File: config.mk
export PLATFORM = sky130hd
export DESIGN_NAME = rr_lock_arbiter_flat
export DESIGN_NICKNAME = d
export VERILOG_FILES = /design/src/rtl/rr_lock_arbiter_if.sv /design/src/rtl/rr_lock_arbiter.sv /design/src/flat_wrapper.sv
export SDC_FILE = /design/constraint.sdc
export NUM_CORES = 1
export LEC_CHECK = 0
export CORE_UTILIZATION = 40
export CTS_BUF_LIST = sky130_fd_sc_hd__clkbuf_2 sky130_fd_sc_hd__clkbuf_4 sky130_fd_sc_hd__clkbuf_8
export CTS_CLUSTER_SIZE = 30
export DETAILED_ROUTE_END_ITERATION = 8
export MAX_ROUTING_LAYER = met4
export SLEW_MARGIN = 20
export SYNTH_ARGS = -nofsm -noshare
export SYNTH_HDL_FRONTEND = slang
export SYNTH_SLANG_ARGS = --single-unit
File: constraint.sdc
create_clock -name clk_i -period 2.5 [get_ports clk_i]
set_input_delay 0.5 -clock clk_i [delete_from_list [all_inputs] [get_ports clk_i]]
set_output_delay 0.5 -clock clk_i [all_outputs]
set_load 0.05 [all_outputs]
File: src/rtl/rr_lock_arbiter_if.sv
// Request/grant bundle between the requesters and the round-robin arbiter.
interface rr_lock_arbiter_if #(
   parameter int NUM_REQ   = 4,
   parameter int IDX_WIDTH = $clog2(NUM_REQ)
);
   logic [NUM_REQ-1:0]   request;
   logic [NUM_REQ-1:0]   lock;
   logic                 grant_ack;
   logic                 grant_valid;
   logic [NUM_REQ-1:0]   grant_oh;
   logic [IDX_WIDTH-1:0] grant_idx;
   logic                 busy;

   modport master (
      output request, lock, grant_ack,
      input  grant_valid, grant_oh, grant_idx, busy
   );

   modport slave (
      input  request, lock, grant_ack,
      output grant_valid, grant_oh, grant_idx, busy
   );
endinterface

File: src/rtl/rr_lock_arbiter.sv
// Round-robin arbiter with a registered grant that is held until accepted,
// plus bounded lock bursts that keep one requester granted across accepts.
//
// state      | meaning
// -----------+-----------------------------------------------------------
// ST_IDLE    | no grant presented; arbitrate from ptr when any request
// ST_GRANTED | grant presented; hold until accept (lock or release) or cancel
module rr_lock_arbiter #(
   parameter int NUM_REQ   = 4,
   parameter int IDX_WIDTH = $clog2(NUM_REQ),
   parameter int LOCK_MAX  = 4
) (
   input  logic             clk_i,
   input  logic             reset_i,
   rr_lock_arbiter_if.slave arb_if
);
   localparam int CNT_W = $clog2(LOCK_MAX + 1);
   localparam logic [CNT_W:0] LOCK_LIM = LOCK_MAX[CNT_W:0];

   if (NUM_REQ < 2) begin : g_bad_num_req
      $error("rr_lock_arbiter: NUM_REQ must be at least 2");
   end
   if (LOCK_MAX < 1) begin : g_bad_lock_max
      $error("rr_lock_arbiter: LOCK_MAX must be at least 1");
   end

   typedef enum logic {ST_IDLE = 1'b0, ST_GRANTED = 1'b1} state_t;

   state_t               state_q;
   logic [NUM_REQ-1:0]   grant_oh_q;
   logic [IDX_WIDTH-1:0] grant_idx_q;
   logic [IDX_WIDTH-1:0] ptr_q;
   logic [IDX_WIDTH-1:0] ptr_d;
   logic [CNT_W-1:0]     lock_cnt_q;

   logic                 req_held;
   logic                 lock_held;
   logic                 lock_cont;
   logic                 scan_found;
   logic [IDX_WIDTH-1:0] scan_idx;
   logic                 rel_found;
   logic [IDX_WIDTH-1:0] rel_idx;

   // First set bit of req scanning start, start+1, ... wrapping at NUM_REQ.
   function automatic logic [IDX_WIDTH:0] rr_pick(input logic [NUM_REQ-1:0]   req,
                                                  input logic [IDX_WIDTH-1:0] start);
      logic                 found;
      logic [IDX_WIDTH-1:0] idx;
      int                   pos;
      found = 1'b0;
      idx   = '0;
      for (int i = 0; i < NUM_REQ; i++) begin
         pos = int'(start) + i;
         if (pos >= NUM_REQ) pos = pos - NUM_REQ;
         if (!found && req[pos]) begin
            found = 1'b1;
            idx   = IDX_WIDTH'(pos);
         end
      end
      return {found, idx};
   endfunction

   function automatic logic [NUM_REQ-1:0] to_oh(input logic [IDX_WIDTH-1:0] idx);
      logic [NUM_REQ-1:0] oh;
      oh      = '0;
      oh[idx] = 1'b1;
      return oh;
   endfunction

   // Arbitration candidates: scan from ptr (idle / cancel, holder excluded)
   // and scan from the slot after the holder (release).
   always_comb begin
      req_held  = |(arb_if.request & grant_oh_q);
      lock_held = |(arb_if.lock & grant_oh_q);
      lock_cont = lock_held && req_held && (({1'b0, lock_cnt_q} + 1'b1) < LOCK_LIM);
      ptr_d     = (grant_idx_q == IDX_WIDTH'(NUM_REQ - 1)) ? '0 : grant_idx_q + 1'b1;
      {scan_found, scan_idx} = rr_pick(arb_if.request & ~grant_oh_q, ptr_q);
      {rel_found, rel_idx}   = rr_pick(arb_if.request, ptr_d);
   end

   // Grant FSM: present, hold, lock-continue, release or cancel.
   always_ff @(posedge clk_i) begin
      if (reset_i) begin
         state_q     <= ST_IDLE;
         grant_oh_q  <= '0;
         grant_idx_q <= '0;
         ptr_q       <= '0;
         lock_cnt_q  <= '0;
      end else begin
         case (state_q)
            ST_IDLE: begin
               lock_cnt_q <= '0;
               if (scan_found) begin
                  state_q     <= ST_GRANTED;
                  grant_idx_q <= scan_idx;
                  grant_oh_q  <= to_oh(scan_idx);
               end
            end
            ST_GRANTED: begin
               if (arb_if.grant_ack) begin
                  if (lock_cont) begin
                     lock_cnt_q <= lock_cnt_q + 1'b1;
                  end else begin
                     ptr_q      <= ptr_d;
                     lock_cnt_q <= '0;
                     if (rel_found) begin
                        grant_idx_q <= rel_idx;
                        grant_oh_q  <= to_oh(rel_idx);
                     end else begin
                        state_q     <= ST_IDLE;
                        grant_idx_q <= '0;
                        grant_oh_q  <= '0;
                     end
                  end
               end else if (!req_held) begin
                  // Cancel: requester withdrew before the accept.
                  lock_cnt_q <= '0;
                  if (scan_found) begin
                     grant_idx_q <= scan_idx;
                     grant_oh_q  <= to_oh(scan_idx);
                  end else begin
                     state_q     <= ST_IDLE;
                     grant_idx_q <= '0;
                     grant_oh_q  <= '0;
                  end
               end
            end
            default: begin
               state_q     <= ST_IDLE;
               grant_idx_q <= '0;
               grant_oh_q  <= '0;
               lock_cnt_q  <= '0;
            end
         endcase
      end
   end

   assign arb_if.grant_valid = (state_q == ST_GRANTED);
   assign arb_if.grant_oh    = grant_oh_q;
   assign arb_if.grant_idx   = grant_idx_q;
   assign arb_if.busy        = (state_q == ST_GRANTED) || (lock_cnt_q != '0);
endmodule

File: src/flat_wrapper.sv
// flat-port wrapper written by rule: the top's interface ports become plain ports
module rr_lock_arbiter_flat 
#(
   parameter int NUM_REQ   = 4,
   parameter int IDX_WIDTH = $clog2(NUM_REQ),
   parameter int LOCK_MAX  = 4
)
  (clk_i, reset_i, arb_if_request, arb_if_lock, arb_if_grant_ack, arb_if_grant_valid, arb_if_grant_oh, arb_if_grant_idx, arb_if_busy);
  rr_lock_arbiter_if #(.NUM_REQ(NUM_REQ), .IDX_WIDTH(IDX_WIDTH)) arb_if_i ();
  input  logic clk_i;
  input  logic reset_i;
  input wire logic [$bits(arb_if_i.request)-1:0] arb_if_request;
  input wire logic [$bits(arb_if_i.lock)-1:0] arb_if_lock;
  input wire logic [$bits(arb_if_i.grant_ack)-1:0] arb_if_grant_ack;
  output wire logic [$bits(arb_if_i.grant_valid)-1:0] arb_if_grant_valid;
  output wire logic [$bits(arb_if_i.grant_oh)-1:0] arb_if_grant_oh;
  output wire logic [$bits(arb_if_i.grant_idx)-1:0] arb_if_grant_idx;
  output wire logic [$bits(arb_if_i.busy)-1:0] arb_if_busy;
  assign arb_if_i.request = arb_if_request;
  assign arb_if_i.lock = arb_if_lock;
  assign arb_if_i.grant_ack = arb_if_grant_ack;
  assign arb_if_grant_valid = arb_if_i.grant_valid;
  assign arb_if_grant_oh = arb_if_i.grant_oh;
  assign arb_if_grant_idx = arb_if_i.grant_idx;
  assign arb_if_busy = arb_if_i.busy;
  rr_lock_arbiter #(.NUM_REQ(NUM_REQ), .IDX_WIDTH(IDX_WIDTH), .LOCK_MAX(LOCK_MAX)) u_core (.clk_i(clk_i), .reset_i(reset_i), .arb_if(arb_if_i));
endmodule
==> results.txt, run 1 <==
Vias per cell: 5.64
Sink Count: 12
Crit. Startpoint: u_core.lock_cnt_q[0]
Syn_nets: 121
Register bit total from synthesis: 12
Post-synthesis sequential area ratio: 25.1%
Worst ir drop on vdd: 0.000508 V
Post-CTS setup repair buffer count: 0
Die area: 2590 um2
Final hold violation count: 0
Mapped Cells: 107
Bufs on Longest Clock Path: 2
Fin nets: 146
GRT Resource Usage Total: 20.4%
Commonest cells after routing, fill and taps aside: 18 x clkdlybuf4s50_1, 12 x dfxtp_1, 10 x a21oi_1
Final worst-path cycle share: 89.7%
Initial antenna violation count: 0
WL final: 2190 um
DR WL/cell: 13.9 um
Worst Setup Start Kind: flip-flop
Slew HR: 64.1%
Cell accounting for the most synthesized area: dfxtp_1
Total CTS buffers: 3
DR DRC count: 0
Avg Inst Size Synth: 8.95 um2
Max-cap violations: 0
Total power: 0.000926 W
Global-route wire length before repair: 3800 um
Maximum level of the CTS H-tree: 1
Pre-Repair DR Iteration Count: 4
Worst Hold Class: flip-flop to flip-flop
R2r setup slk: 380 ps
Port Buffers: 18
Endpoint type of the worst setup path: output pin
Max Clock Skew: 0.902 ps
Mapped Area: 957 um2
Final slew viol count: 0
R2R Path Start: u_core.arb_if.grant_idx[0]
CTS tree: built
Cell Count, Final, Fillers Out: 158
Antenna Cells: 0
Worst skew pair latency: 270 ps
FMAX: 446 MHz
CTS Root Cell: clkbuf_4
Die height: 50.9 um
Commonest non-fill, non-tap cell in the layout: clkdlybuf4s50_1
Post_cts resized: 0
Crit path time final: 2240 ps
Vias in the first global route: 882
Yosys top cell area share: 25.1%
Syn. warnings: 0
Yosys cell types: 44
Leakage: 0.422 nW
Die W: 50.9 um
Data arrival, critical path: 1740 ps
RSZ-0062 raised after global routing: no
Total congestion overflow: 0
Initial Util: 42.9%
Final GP Congestion: 0.818
Fin Setup TNS: 0 ps
Core ar.: 2230 um2
CP required: 2000 ps
Clk slew on worst S/H paths: 60 ps
Top post-synthesis cells by area: dfxtp_1 25%, a211oi_2 6.5%, a21oi_1 5.2%
Final setup fails: 0
Antenna viol nets, final: 0
Drt first-iter violations: 10
Row cnt: 17
CP Max Fanout: 5
Area added between synthesis and finish: 26.4%
Final HPWL DP: 1760 um
Slew @ Worst Pin: 536 ps
Post-Place Cells: 155
Status: finished clean
Ports: 19
CP Class: flip-flop to output pin
Startpoint of the worst hold path: u_core.lock_cnt_q[2]
Cell area power density: 765 nW/um2
Via Count: 891
Hold_buf cts: 0
Largest net degree at the start of global routing: 13
Share of layout cells above drive strength 1: 21.5%
## final timing paths
path / cells past startpoint / to
setup reg to reg: 6 / u_core.arb_if.grant_oh[2]
hold reg to reg: 1 / u_core.lock_cnt_q[2]
setup / recovery: 4 / arb_if_busy
hold / removal: 1 / u_core.lock_cnt_q[2]
## final cells by class
class	instances	area [um2]
multi-input cells	87	679
well taps	28	35.0
fillers	231	1020
inverters	6	22.5
repair buffers	22	210
flip-flops and latches	12	240
clock buffers	3	22.5
## synthesized netlist by cell type (all sizes together)
master,n
inv,6
nor3,2
nand2b,5
and2,3
nand2,5
o2bb2a,1
nand3b,1
dfxtp,12
a22oi,7
mux2i,2
a21oi,11
or2,2
o31ai,1
a32oi,1
nor2,9
and2b,2
nor3b,1
o311ai,1
o221a,1
or4,1
clkbuf,1
nand4,1
a221oi,1
buf,1
a31o,1
a311oi,2
ha,3
o21a,1
nor4,2
o22ai,1
and3b,1
a211oi,6
o21ai,7
a31oi,1
nor4b,1
nor2b,3
## logic make-up after synthesis
logic type / after synthesis / synth area share, %
AOI/OAI and AO/OA: 43 / 37.1
adders and majority gates: 3 / 3.92
buffers and inverters: 8 / 3.92
DFF: 12 / 25.1
muxes: 2 / 2.09
and+or+nand+nor: 39 / 27.8
## critical path: stages, from the launching register on
cell and delay [ps]:
dfxtp_1 390, inv_1 60, ha_1 190, nand2_1 50
clkdlybuf4s50_1 790
## metal layers
layer | vias to the layer above | track usage (%) | wire length, um
met5 | - | - | 0
met4 | 0 | 4.17 | 6
met3 | 2 | 5.65 | 100
met2 | 19 | 38.6 | 1150
met1 | 413 | 20.8 | 935
li1 | 457 | - | -
## sequential cells by signal (all words and copies together) (netlist names)
register                   flops
u_core.arb_if.grant_idx        2
u_core.arb_if.grant_oh         4
u_core.arb_if.grant_valid      1
u_core.lock_cnt_q              3
u_core.ptr_q                   2
## where the power goes
part           switching (W)  total (W)  leakage [nW]  internal, W
registers          0.0000559   0.000282        0.0984     0.000226
logic               0.000303   0.000531         0.310     0.000228
clock network      0.0000573   0.000113        0.0138    0.0000558
total               0.000416   0.000926         0.422     0.000509
## metrics by stage
stage,hold WS (ps),util (%),worst slack (ps),instance area [um2]
2_1_floorplan,504,-,164,957
3_3_place_gp,519,53.2,127,1190
3_5_place_dp,527,53.2,116,1190
4_1_cts,546,54.2,237,1210
5_1_grt,564,54.2,164,1210
6_report,543,54.2,256,1210
Note: power is estimated with default switching activity, not from simulation.
==> run 2: changes to the inputs <==
DONT_BUFFER_PORTS = 1   (was unset)
==> run 2 against run 1 <==
Die area stayed put. Total power up 1.8%. Critical endpoint is now u_core.arb_if.grant_oh[3]. Cell count down 8.2%. Via count increased by 0.22%. Clock skew increased by 1.3 ps.
==> results.txt, run 2 (synthesis gave the netlist of run 1 again) <==
Status: finished clean
Data arrival, critical path: 2210 ps (+470 ps)
Core ar.: 2230 um2 (unchanged)
WL final: 2440 um (+11%)
Die height: 50.9 um (unchanged)
Hold path depth: 1 (unchanged)
Final worst-path cycle share: 79.5% (-10 points)
Initial Util: 42.9% (unchanged)
Slew @ Worst Pin: 648 ps (+112 ps)
R2R Path Start: u_core.arb_if.grant_idx[0]
Leakage: 0.382 nW (-9.4%)
Antenna Cells: 0 (unchanged)
Area added between synthesis and finish: 12.2%
Max-cap violations: 0 (unchanged)
Antenna viol nets, final: 0 (unchanged)
Core Util, Final: 48.1% (-6.1 points)
Crit path time final: 1990 ps (-257 ps)
Worst ir drop on vdd: 0.000548 V (+7.8%)
Port Buffers: 0 (-18)
Drt first-iter violations: 32 (+22)
Pre-Repair DR Iteration Count: 4 (unchanged)
Largest net degree at the start of global routing: 13 (unchanged)
Final slew viol count: 0 (unchanged)
Initial antenna violation count: 0 (unchanged)
Final HPWL DP: 1870 um (+6.2%)
M3 GR Usage: 4.76% (-0.89 points)
Final setup fails: 0 (unchanged)
Commonest non-fill, non-tap cell in the layout: dfxtp_1
Post-Place Cells: 141 (-9.0%)
Hold_buf cts: 0 (unchanged)
Worst Setup Start Kind: flip-flop
Grt met1 use: 26.2% (+5.4 points)
Die area: 2590 um2 (unchanged)
Cell area power density: 878 nW/um2 (+15%)
Die W: 50.9 um (unchanged)
FMAX: 503 MHz (+13%)
Max Clock Skew: 2.23 ps (+1.33 ps)
Cell Area, Placed: 1040 um2 (-13%)
R2r setup slk: 510 ps (+130 ps)
DR WL/cell: 16.8 um (+21%)
Commonest cells after routing, fill and taps aside: 12 x dfxtp_1, 10 x a21oi_1, 9 x nor2_1
Clk slew on worst S/H paths: 90 ps (+30 ps)
Area occupied by multi-input gates: 679 um2 (unchanged)
Total CTS buffers: 3 (unchanged)
Final GP Congestion: 0.788 (-3.6%)
Post_cts resized: 0 (unchanged)
Slew HR: 56.4% (-7.8 points)
Fin nets: 132 (-9.6%)
CP required: 2720 ps (+720 ps)
Worst r2r dst: u_core.arb_if.grant_oh[3]
Grt met2 use: 35.1% (-3.5 points)
Row cnt: 17 (unchanged)
Final hold violation count: 0 (unchanged)
Cell Count, Final, Fillers Out: 145 (-8.2%)
CTS Root Cell: clkbuf_4
CTS tree: built
DR DRC count: 0 (unchanged)
Fin Setup TNS: 0 ps (unchanged)
Bufs on Longest Clock Path: 2 (unchanged)
Layout filler cell count: 226 (-2.2%)
Endpoint type of the worst setup path: flip-flop
Maximum level of the CTS H-tree: 1 (unchanged)
Largest register FFs: 4 (unchanged)
Worst Hold Class: primary input to flip-flop
Via Count: 893 (+0.22%)
GRT Resource Usage Total: 22.1% (+1.7 points)
RSZ-0062 raised after global routing: no
Vias in the first global route: 882 (unchanged)
Register area: 240 um2 (unchanged)
Vias per cell: 6.16 (+9.2%)
CP endpoint: u_core.arb_if.grant_oh[3]
Total congestion overflow: 0 (unchanged)
Crit. Startpoint: u_core.arb_if.grant_idx[0]
Post-CTS setup repair buffer count: 0 (unchanged)
Sink Count: 12 (unchanged)
CP Class: flip-flop to flip-flop
Busiest metal layer after global routing: met2
R2R cell count: 6 (unchanged)
CP Max Fanout: 5 (unchanged)
Global-route wire length before repair: 4080 um (+7.6%)
Share of layout cells above drive strength 1: 28.2% (+6.7 points)
Worst skew pair latency: 290 ps (+20 ps)
Ports: 19 (unchanged)
Post-route cell area: 1070 um2 (-11%)
==> run 2: how the worst min path moves through the flow <==
stage,endpoint,from,slack (ps)
3_3_place_gp,u_core.lock_cnt_q[2],u_core.lock_cnt_q[2],520
6_report,u_core.arb_if.grant_oh[0],reset_i,260
5_1_grt,u_core.arb_if.grant_oh[0],reset_i,240
3_5_place_dp,u_core.lock_cnt_q[2],u_core.lock_cnt_q[2],530
2_1_floorplan,u_core.lock_cnt_q[2],u_core.lock_cnt_q[2],500
4_1_cts,u_core.arb_if.grant_oh[1],reset_i,260
==> run 2: layout make-up <==
class / count / share of cell area (%)
clock buffer: 4 / 3.38
tap: 28 / 3.26
timing repair buffer: 8 / 5.59
multi-input combinational: 87 / 63.3
inverter: 6 / 2.10
sequential: 12 / 22.4
==> run 2: report_power, final <==
part           total (W)  switching [W]  internal (W)
logic           0.000507       0.000314      0.000193
clock network   0.000170      0.0000809     0.0000890
registers       0.000265      0.0000394      0.000226
total           0.000942       0.000435      0.000508
==> run 2: critical path: stages, from the launching register on <==
cell and delay, ps:
dfxtp_1 320, ha_1 350, or4_4 570, a31oi_4 180
and2_4 170, a22oi_1 80, a211oi_2 250
==> run 2: stage by stage <==
step / hold WS, ps / total power (W) / worst slack, ps
2_1_floorplan: 504 / 0.000671 / 164
3_3_place_gp: 518 / 0.000761 / 585
3_5_place_dp: 535 / 0.000773 / 530
4_1_cts: 256 / 0.000942 / 511
5_1_grt: 243 / 0.000997 / 414
6_report: 258 / 0.000942 / 514
==> run 2: metal layers <==
layer | wire length, um | vias up | part of all wire (%)
met1 | 1050 | 420 | 43
met5 | 0 | - | 0
met2 | 1170 | 40 | 48
met3 | 175 | 5 | 7.2
li1 | - | 428 | -
met4 | 50 | 0 | 2.1
